==> src/rtl/gray_pkg.sv <==
// Shared constants and types for the RGB-to-gray stream converter.
// Optional threshold output is enabled with the GRAY_THRESH_EN macro.
package gray_pkg;

  // Coefficient mode encodings; encoding 3 is reserved and behaves as BT.601.
  localparam logic [1:0] MODE_BT601 = 2'd0;
  localparam logic [1:0] MODE_BT709 = 2'd1;
  localparam logic [1:0] MODE_AVG   = 2'd2;

  // Coefficients are unsigned Q0.8 and each set sums to 256.
  localparam int COEF_FRAC_W = 8;
  localparam int ROUND_C     = 128;

  localparam logic [COEF_FRAC_W-1:0] C601_R = 8'd77;
  localparam logic [COEF_FRAC_W-1:0] C601_G = 8'd150;
  localparam logic [COEF_FRAC_W-1:0] C601_B = 8'd29;

  localparam logic [COEF_FRAC_W-1:0] C709_R = 8'd54;
  localparam logic [COEF_FRAC_W-1:0] C709_G = 8'd183;
  localparam logic [COEF_FRAC_W-1:0] C709_B = 8'd19;

  localparam logic [COEF_FRAC_W-1:0] CAVG_R = 8'd85;
  localparam logic [COEF_FRAC_W-1:0] CAVG_G = 8'd86;
  localparam logic [COEF_FRAC_W-1:0] CAVG_B = 8'd85;

  typedef struct packed {
    logic [COEF_FRAC_W-1:0] r;
    logic [COEF_FRAC_W-1:0] g;
    logic [COEF_FRAC_W-1:0] b;
  } coef_t;

  // Folds the reserved encoding onto BT.601 so only legal modes are stored.
  function automatic logic [1:0] mode_fix(input logic [1:0] m);
    return (m == 2'd3) ? MODE_BT601 : m;
  endfunction

  function automatic coef_t coef_of(input logic [1:0] m);
    coef_t c;
    case (m)
      MODE_BT709: c = '{r: C709_R, g: C709_G, b: C709_B};
      MODE_AVG:   c = '{r: CAVG_R, g: CAVG_G, b: CAVG_B};
      default:    c = '{r: C601_R, g: C601_G, b: C601_B};
    endcase
    return c;
  endfunction

endpackage

==> src/rtl/gray_lane.sv <==
// One pixel lane: register inputs, multiply, sum/round/saturate.
// Fixed 3-cycle latency. GRAY_THRESH_EN adds a registered gray>=thresh bit.
module gray_lane
  import gray_pkg::*;
#(
  parameter int DATA_W = 8
) (
  input  logic              clk_i,
  input  logic              rst_i,
  input  logic [DATA_W-1:0] r_i,
  input  logic [DATA_W-1:0] g_i,
  input  logic [DATA_W-1:0] b_i,
  input  coef_t             coef_i,
`ifdef GRAY_THRESH_EN
  input  logic [DATA_W-1:0] thresh_i,
  output logic              bin_o,
`endif
  output logic [DATA_W-1:0] gray_o
);

  localparam int PROD_W = DATA_W + COEF_FRAC_W;
  localparam int SUM_W  = DATA_W + COEF_FRAC_W + 2;

  logic [DATA_W-1:0] r1_q, g1_q, b1_q;
  coef_t             coef1_q;
  logic [PROD_W-1:0] pr2_d, pg2_d, pb2_d;
  logic [PROD_W-1:0] pr2_q, pg2_q, pb2_q;
  logic [SUM_W-1:0]  sum3_d, shr3_d;
  logic [DATA_W-1:0] gray3_d, gray3_q;

  // S1: capture components together with the coefficient set they belong to
  always_ff @(posedge clk_i) begin
    if (rst_i) begin
      r1_q    <= '0;
      g1_q    <= '0;
      b1_q    <= '0;
      coef1_q <= '0;
    end else begin
      r1_q    <= r_i;
      g1_q    <= g_i;
      b1_q    <= b_i;
      coef1_q <= coef_i;
    end
  end

  // S2 next state: three full-width products
  always_comb begin
    pr2_d = PROD_W'(r1_q) * PROD_W'(coef1_q.r);
    pg2_d = PROD_W'(g1_q) * PROD_W'(coef1_q.g);
    pb2_d = PROD_W'(b1_q) * PROD_W'(coef1_q.b);
  end

  // S2: register the products
  always_ff @(posedge clk_i) begin
    if (rst_i) begin
      pr2_q <= '0;
      pg2_q <= '0;
      pb2_q <= '0;
    end else begin
      pr2_q <= pr2_d;
      pg2_q <= pg2_d;
      pb2_q <= pb2_d;
    end
  end

  // S3 next state: round to nearest, drop the fraction, clamp to full scale
  always_comb begin
    sum3_d  = SUM_W'(pr2_q) + SUM_W'(pg2_q) + SUM_W'(pb2_q) + SUM_W'(ROUND_C);
    shr3_d  = sum3_d >> COEF_FRAC_W;
    gray3_d = (|shr3_d[SUM_W-1:DATA_W]) ? '1 : shr3_d[DATA_W-1:0];
  end

  // S3: register the gray sample
  always_ff @(posedge clk_i) begin
    if (rst_i) gray3_q <= '0;
    else       gray3_q <= gray3_d;
  end

  assign gray_o = gray3_q;

`ifdef GRAY_THRESH_EN
  logic [DATA_W-1:0] t1_q, t2_q;
  logic              bin3_q;

  // Threshold travels with its pixel so a frame-boundary change stays aligned
  always_ff @(posedge clk_i) begin
    if (rst_i) begin
      t1_q   <= '0;
      t2_q   <= '0;
      bin3_q <= 1'b0;
    end else begin
      t1_q   <= thresh_i;
      t2_q   <= t1_q;
      bin3_q <= (gray3_d >= t2_q);
    end
  end

  assign bin_o = bin3_q;
`endif

endmodule

==> src/rtl/rgb2gray_stream.sv <==
// Multi-lane RGB-to-gray converter with delay-matched syncs and
// line/frame geometry counters. Optional binarised output: GRAY_THRESH_EN.
module rgb2gray_stream
  import gray_pkg::*;
#(
  parameter int         DATA_W   = 8,
  parameter int         PIXELS   = 1,
  parameter int         CNT_W    = 16,
  parameter logic [1:0] DEF_MODE = 2'd0
) (
  input  logic                         CLK,
  input  logic                         RST,
  input  logic [1:0]                   mode,
`ifdef GRAY_THRESH_EN
  input  logic [DATA_W-1:0]            thresh,
`endif
  input  logic                         vid_in_active,
  input  logic                         vid_in_hsync,
  input  logic                         vid_in_vsync,
  input  logic [3*DATA_W*PIXELS-1:0]   vid_in_rgb,
  output logic                         vid_out_active,
  output logic                         vid_out_hsync,
  output logic                         vid_out_vsync,
  output logic [DATA_W*PIXELS-1:0]     vid_out_gray,
`ifdef GRAY_THRESH_EN
  output logic [PIXELS-1:0]            vid_out_bin,
`endif
  output logic [CNT_W-1:0]             stat_line_len,
  output logic                         stat_line_stb,
  output logic [CNT_W-1:0]             stat_frame_lines,
  output logic                         stat_frame_stb
);

  localparam int LAT = 3;

  logic       vs_prev_q, act_prev_q;
  logic       vs_rise, act_fall;
  logic [1:0] mode_q, mode_eff;
  coef_t      coef_eff;

  assign vs_rise  = vid_in_vsync & ~vs_prev_q;
  assign act_fall = act_prev_q & ~vid_in_active;

  // A new frame's settings apply from the vsync-rise cycle itself
  assign mode_eff = vs_rise ? mode_fix(mode) : mode_q;
  assign coef_eff = coef_of(mode_eff);

  // Edge-detect history for vsync and active
  always_ff @(posedge CLK) begin
    if (RST) begin
      vs_prev_q  <= 1'b0;
      act_prev_q <= 1'b0;
    end else begin
      vs_prev_q  <= vid_in_vsync;
      act_prev_q <= vid_in_active;
    end
  end

  // Frame-safe mode register: only reloads on the vsync rising edge
  always_ff @(posedge CLK) begin
    if (RST)          mode_q <= mode_fix(DEF_MODE);
    else if (vs_rise) mode_q <= mode_fix(mode);
  end

`ifdef GRAY_THRESH_EN
  logic [DATA_W-1:0] thresh_q, thresh_eff;
  logic [PIXELS-1:0] lane_bin;

  assign thresh_eff = vs_rise ? thresh : thresh_q;

  // Threshold is latched alongside the mode
  always_ff @(posedge CLK) begin
    if (RST)          thresh_q <= '0;
    else if (vs_rise) thresh_q <= thresh;
  end
`endif

  logic [PIXELS-1:0][DATA_W-1:0] lane_gray;

  for (genvar k = 0; k < PIXELS; k++) begin : g_lane
    gray_lane #(.DATA_W(DATA_W)) u_lane (
      .clk_i    (CLK),
      .rst_i    (RST),
      .r_i      (vid_in_rgb[3*DATA_W*k + 2*DATA_W +: DATA_W]),
      .g_i      (vid_in_rgb[3*DATA_W*k +   DATA_W +: DATA_W]),
      .b_i      (vid_in_rgb[3*DATA_W*k            +: DATA_W]),
      .coef_i   (coef_eff),
`ifdef GRAY_THRESH_EN
      .thresh_i (thresh_eff),
      .bin_o    (lane_bin[k]),
`endif
      .gray_o   (lane_gray[k])
    );
  end

  logic [LAT-1:0] act_pipe_q, hs_pipe_q, vs_pipe_q;

  // Sync delay lines matched to the lane latency
  always_ff @(posedge CLK) begin
    if (RST) begin
      act_pipe_q <= '0;
      hs_pipe_q  <= '0;
      vs_pipe_q  <= '0;
    end else begin
      act_pipe_q <= {act_pipe_q[LAT-2:0], vid_in_active};
      hs_pipe_q  <= {hs_pipe_q[LAT-2:0],  vid_in_hsync};
      vs_pipe_q  <= {vs_pipe_q[LAT-2:0],  vid_in_vsync};
    end
  end

  assign vid_out_active = act_pipe_q[LAT-1];
  assign vid_out_hsync  = hs_pipe_q[LAT-1];
  assign vid_out_vsync  = vs_pipe_q[LAT-1];
  assign vid_out_gray   = vid_out_active ? lane_gray : '0;
`ifdef GRAY_THRESH_EN
  assign vid_out_bin    = lane_bin & {PIXELS{vid_out_active}};
`endif

  // Geometry counters, all saturating
  logic [CNT_W-1:0] line_cnt_q, line_len_q, lines_q, frame_lines_q;
  logic             line_stb_q, frame_stb_q;
  logic [CNT_W:0]   cnt_sum, lines_sum;
  logic [CNT_W-1:0] cnt_inc, lines_inc;

  always_comb begin
    cnt_sum   = {1'b0, line_cnt_q} + (CNT_W+1)'(PIXELS);
    cnt_inc   = cnt_sum[CNT_W] ? '1 : cnt_sum[CNT_W-1:0];
    lines_sum = {1'b0, lines_q} + (CNT_W+1)'(1);
    lines_inc = lines_sum[CNT_W] ? '1 : lines_sum[CNT_W-1:0];
  end

  // Line length: count pixels per active run, publish on active fall
  always_ff @(posedge CLK) begin
    if (RST) begin
      line_cnt_q <= '0;
      line_len_q <= '0;
      line_stb_q <= 1'b0;
    end else begin
      line_stb_q <= 1'b0;
      if (act_fall) begin
        line_len_q <= line_cnt_q;
        line_stb_q <= 1'b1;
        line_cnt_q <= '0;
      end else if (vid_in_active) begin
        line_cnt_q <= cnt_inc;
      end
    end
  end

  // Frame lines: a line ending on the vsync-rise cycle closes into this frame
  always_ff @(posedge CLK) begin
    if (RST) begin
      lines_q       <= '0;
      frame_lines_q <= '0;
      frame_stb_q   <= 1'b0;
    end else begin
      frame_stb_q <= 1'b0;
      if (vs_rise) begin
        frame_lines_q <= act_fall ? lines_inc : lines_q;
        frame_stb_q   <= 1'b1;
        lines_q       <= '0;
      end else if (act_fall) begin
        lines_q <= lines_inc;
      end
    end
  end

  assign stat_line_len    = line_len_q;
  assign stat_line_stb    = line_stb_q;
  assign stat_frame_lines = frame_lines_q;
  assign stat_frame_stb   = frame_stb_q;

endmodule

==> config.mk <==
export PLATFORM = sky130hd
export DESIGN_NAME = rgb2gray_stream
export DESIGN_NICKNAME = d
export VERILOG_FILES = /design/src/rtl/gray_pkg.sv /design/src/rtl/gray_lane.sv /design/src/rtl/rgb2gray_stream.sv
export SDC_FILE = /design/constraint.sdc
export NUM_CORES = 1
export LEC_CHECK = 0
export ABC_AREA = 1
export BUFFER_PORTS_ARGS = -buffer_cell sky130_fd_sc_hd__buf_2
export CAP_MARGIN = 15
export CORE_MARGIN = 10
export CORE_UTILIZATION = 60
export DETAILED_ROUTE_END_ITERATION = 10
export HOLD_SLACK_MARGIN = 0.02
export MAX_ROUTING_LAYER = met4
export PLACE_DENSITY = 0.78
export SLEW_MARGIN = 40
export SYNTH_ARGS = -nofsm -noshare
export SYNTH_HDL_FRONTEND = slang
export SYNTH_HIERARCHICAL = 1
export SYNTH_SLANG_ARGS = --single-unit
==> constraint.sdc <==
create_clock -name CLK -period 8.1 [get_ports CLK]
set_input_delay 1.62 -clock CLK [delete_from_list [all_inputs] [get_ports CLK]]
set_output_delay 1.62 -clock CLK [all_outputs]
set_load 0.03 [all_outputs]
==> impl_metrics.toml <==
[synth]
async_reset_ff_frac = 0
synth_top_family_by_area = "adder cells"
synthAdderAreaFrac = 0.301
synth_edf_count = 0
synthXorXnorAreaFrac = 0.00993
synth_flop_cell = "dfxtp_1"
synthCells = 1896
postSynthAreaPerCell_sq_um = 7.44
synthSimpleGateAreaFrac = 0.212
synthMuxAreaShare = 0
synth_compound_area_frac = 0.0714
ys_seq_elements = 181
yosysWarnings = 6
syn-cell-area_sq_mm = 0.0141
synth_seq_area_share = 0.257
synth_cell_types = 43

[clock_tree]
cts_root_buffer = "clkbuf_16"
clk_latency_ns = 0.44
cts-resized-gates = 0
cts_max_level = 4
cts_buffers = 17
cts_tree = "built"
clk_pin_slew_ns = 0.08
clock_sinks = 181
hold_buffers = 0
cts_setup_buffers = 0
cts.path.max_buffers = 2

[grt]
grt_pass1_wl_mm = 49.2
overflow = 0
grt_use_total = 0.198
grt_max_degree = 61
grt_pass1_vias = 10940
grt_antenna_before_repair = 0

[timing]
fin_setup_tns_ns = 0
slew_headroom = 0.531
timing.fmax_ghz = 0.240
tightest_slew_ns = 0.704
finClkSkew_ns = 0.0134
min_period_over_period = 0.515
min_period_ns = 4.17
whs_ns = 0.405
slew_viol_final = 0
final-setup-viol-count = 0
fin_ws_ns = 3.93
rsz0062_at_grt = "false"
hold_viol = 0

[layout]
drive_gt1_frac = 0.0829
multiInputGateArea_sq_mm = 0.00843
final-seq-area_sq_mm = 0.00362
syn2layout_area_growth_pct = 8.40
fillers = 1999
nNetsFinal = 2225
num_antenna_cells = 0

[min_path]
hold_path_class = "register to register"

[route]
ant_nets = 0
drtIter0Drc = 646
avgViaCountPerCell = 4.84
wl_mm = 28.0
highest_layer = "met4"
met3WireLength_um = 974
drc = 0
dr.pass1.iters = 6
wirelength_met1_mm = 13.0
drt-wirelength-per-cell_um = 12.4
wl_met2_mm = 13.6
vias = 10941

[place]
port_buffers = 75
place_ws_ns = 3.98
place_congestion = 0.921
hpwlAfterDp_mm = 22.1

[status]
outcome = "complete, no violations"

[die]
dieArea_sq_mm = 0.0301
die_height_um = 173
io_pins = 76
core_area_sq_mm = 0.0233
start_util = 0.605
die_w_um = 173
rows = 56

[setup_path]
crit_type = "register to register"
cp-end-kind = "register"
critPathLaunchType = "register"
worstPathArrival_ns = 4.53
required_ns = 8.45
cp_max_fo = 8

[flow_run]
max-cap-violations = 0

[power_and_ir_drop]
powerDensity_mw_per_mm2 = 157
irDropWorstVdd_uv = 120
leakagePower_uw = 0.00928
-- synth_stat cells, types with 2 or more instances --
cell type	n	area, sq um
conb_1	2	7.51
nand3_2	4	40.0
nand3b_1	7	52.6
nand2_1	460	1730
o21ai_0	30	150
nand2_2	6	37.5
xnor2_1	3	26.3
nor2_8	2	40.0
nand3_1	49	245
a22o_1	4	35.0
xor2_1	13	114
nor3_1	9	45.0
a21oi_1	84	420
nor2_4	5	56.3
or2_2	2	12.5
clkbuf_1	61	229
and2_1	3	18.8
a31oi_1	6	37.5
a21o_1	4	30.0
o21ai_1	14	70.1
nor2_2	5	31.3
buf_6	3	33.8
nor2_1	136	510
nor3_2	3	30.0
a21oi_2	9	78.8
dfxtp_1	181	3620
fa_1	123	2460
buf_2	8	40.0
o21bai_1	11	82.6
inv_2	6	22.5
nand4_1	12	75.1
o21a_1	6	45.0
inv_1	469	1760
nand2_4	2	22.5
o21ai_2	4	35.0
ha_1	143	1790
-- layout make-up --
cell class | count | area share
multi-input cells | 1175 | 0.551
well taps | 319 | 0.0261
clock buffers | 17 | 0.0278
flip-flops and latches | 181 | 0.237
inverters | 476 | 0.117
repair buffers | 77 | 0.0257
clock inverters | 15 | 0.0154
-- cells in the final DEF, fill, tap and decap left out, types with 10 or more instances in the layout --
master	instances
nor2_1	136
o21ai_0	30
conb_1	10
inv_1	469
o21bai_1	11
nand3_1	49
ha_1	143
nand2_1	460
nand4_1	12
a21oi_1	84
buf_2	74
dfxtp_1	181
o21ai_1	14
xor2_1	13
fa_1	123
clkbuf_16	17
-- final timing paths --
| kind | slack (ns) | startpoint | endpoint | depth (start not counted) |
|---|---|---|---|---|
| hold reg to reg | 0.40 | vs_pipe_q[1]$_SDFF_PP0_ | vs_pipe_q[2]$_SDFF_PP0_ | 2 |
| hold / removal | 0.40 | vs_pipe_q[1]$_SDFF_PP0_ | vs_pipe_q[2]$_SDFF_PP0_ | 2 |
| setup reg to reg | 3.93 | g_lane[0].u_lane/g1_q[0]$_SDFF_PP0_ | g_lane[0].u_lane/pg2_q[14]$_SDFF_PP0_ | 15 |
| setup / recovery | 3.93 | g_lane[0].u_lane/g1_q[0]$_SDFF_PP0_ | g_lane[0].u_lane/pg2_q[14]$_SDFF_PP0_ | 15 |
-- where the power goes --
group | internal, uW | total (uW) | switching, uW
Combinational | 186 | 481 | 296
Sequential | 938 | 989 | 50.2
Clock | 534 | 927 | 394
-- state kept, by name, summed over array words and instances (netlist names), 16 cells and up --
| name | count |
|---|---|
| stat_line_len | 16 |
| g_lane.u_lane/coef1_q | 24 |
| lines_q | 16 |
| g_lane.u_lane/pb2_q | 16 |
| stat_frame_lines | 16 |
| g_lane.u_lane/pr2_q | 16 |
| line_cnt_q | 16 |
| g_lane.u_lane/pg2_q | 16 |
-- stage by stage --
step / power [uW] / cell area (sq um) / cells / utilization
after CTS: 2420 / 15300 / 2260 / 0.656
after global routing: 2540 / 15300 / 2260 / 0.656
after global placement: 1470 / 14600 / 2228 / 0.627
final: 2400 / 15300 / 2260 / 0.656
after floorplan: 1380 / 14100 / 1904 / -
after detailed placement: 1490 / 14600 / 2228 / 0.627
-- worst max-delay path, stage by stage (launching register included) --
cell and delay [ns]:
dfxtp_1 0.53, nand2_1 0.14, fa_1 0.52, fa_1 0.55
inv_1 0.06, fa_1 0.53, inv_1 0.05, fa_1 0.54
inv_1 0.04, ha_1 0.37, nand4_1 0.14, o21ai_2 0.23
nand2_1 0.12, nand2_1 0.07, nand2_1 0.06, a21oi_1 0.12
-- layer usage --
metal | GRT usage | vias to the layer above
li1 | - | 5663
met1 | 0.245 | 5040
met2 | 0.332 | 210
met3 | 0.0250 | 28
met4 | 0.0579 | 0
met5 | - | -
-- cell families (layout without fill, tap and decap cells) --
| kind of cell | count (synthesis) | in the layout |
|---|---|---|
| AO/OA/AOI/OAI | 175 | 175 |
| XOR/XNOR | 16 | 16 |
| adder cells (fa/ha/maj) | 266 | 266 |
| buffers and inverters | 548 | 585 |
| flip-flops | 181 | 181 |
| other | 2 | 10 |
| AND/OR/NAND/NOR | 708 | 708 |
Power figures use the tool's default switching activity.
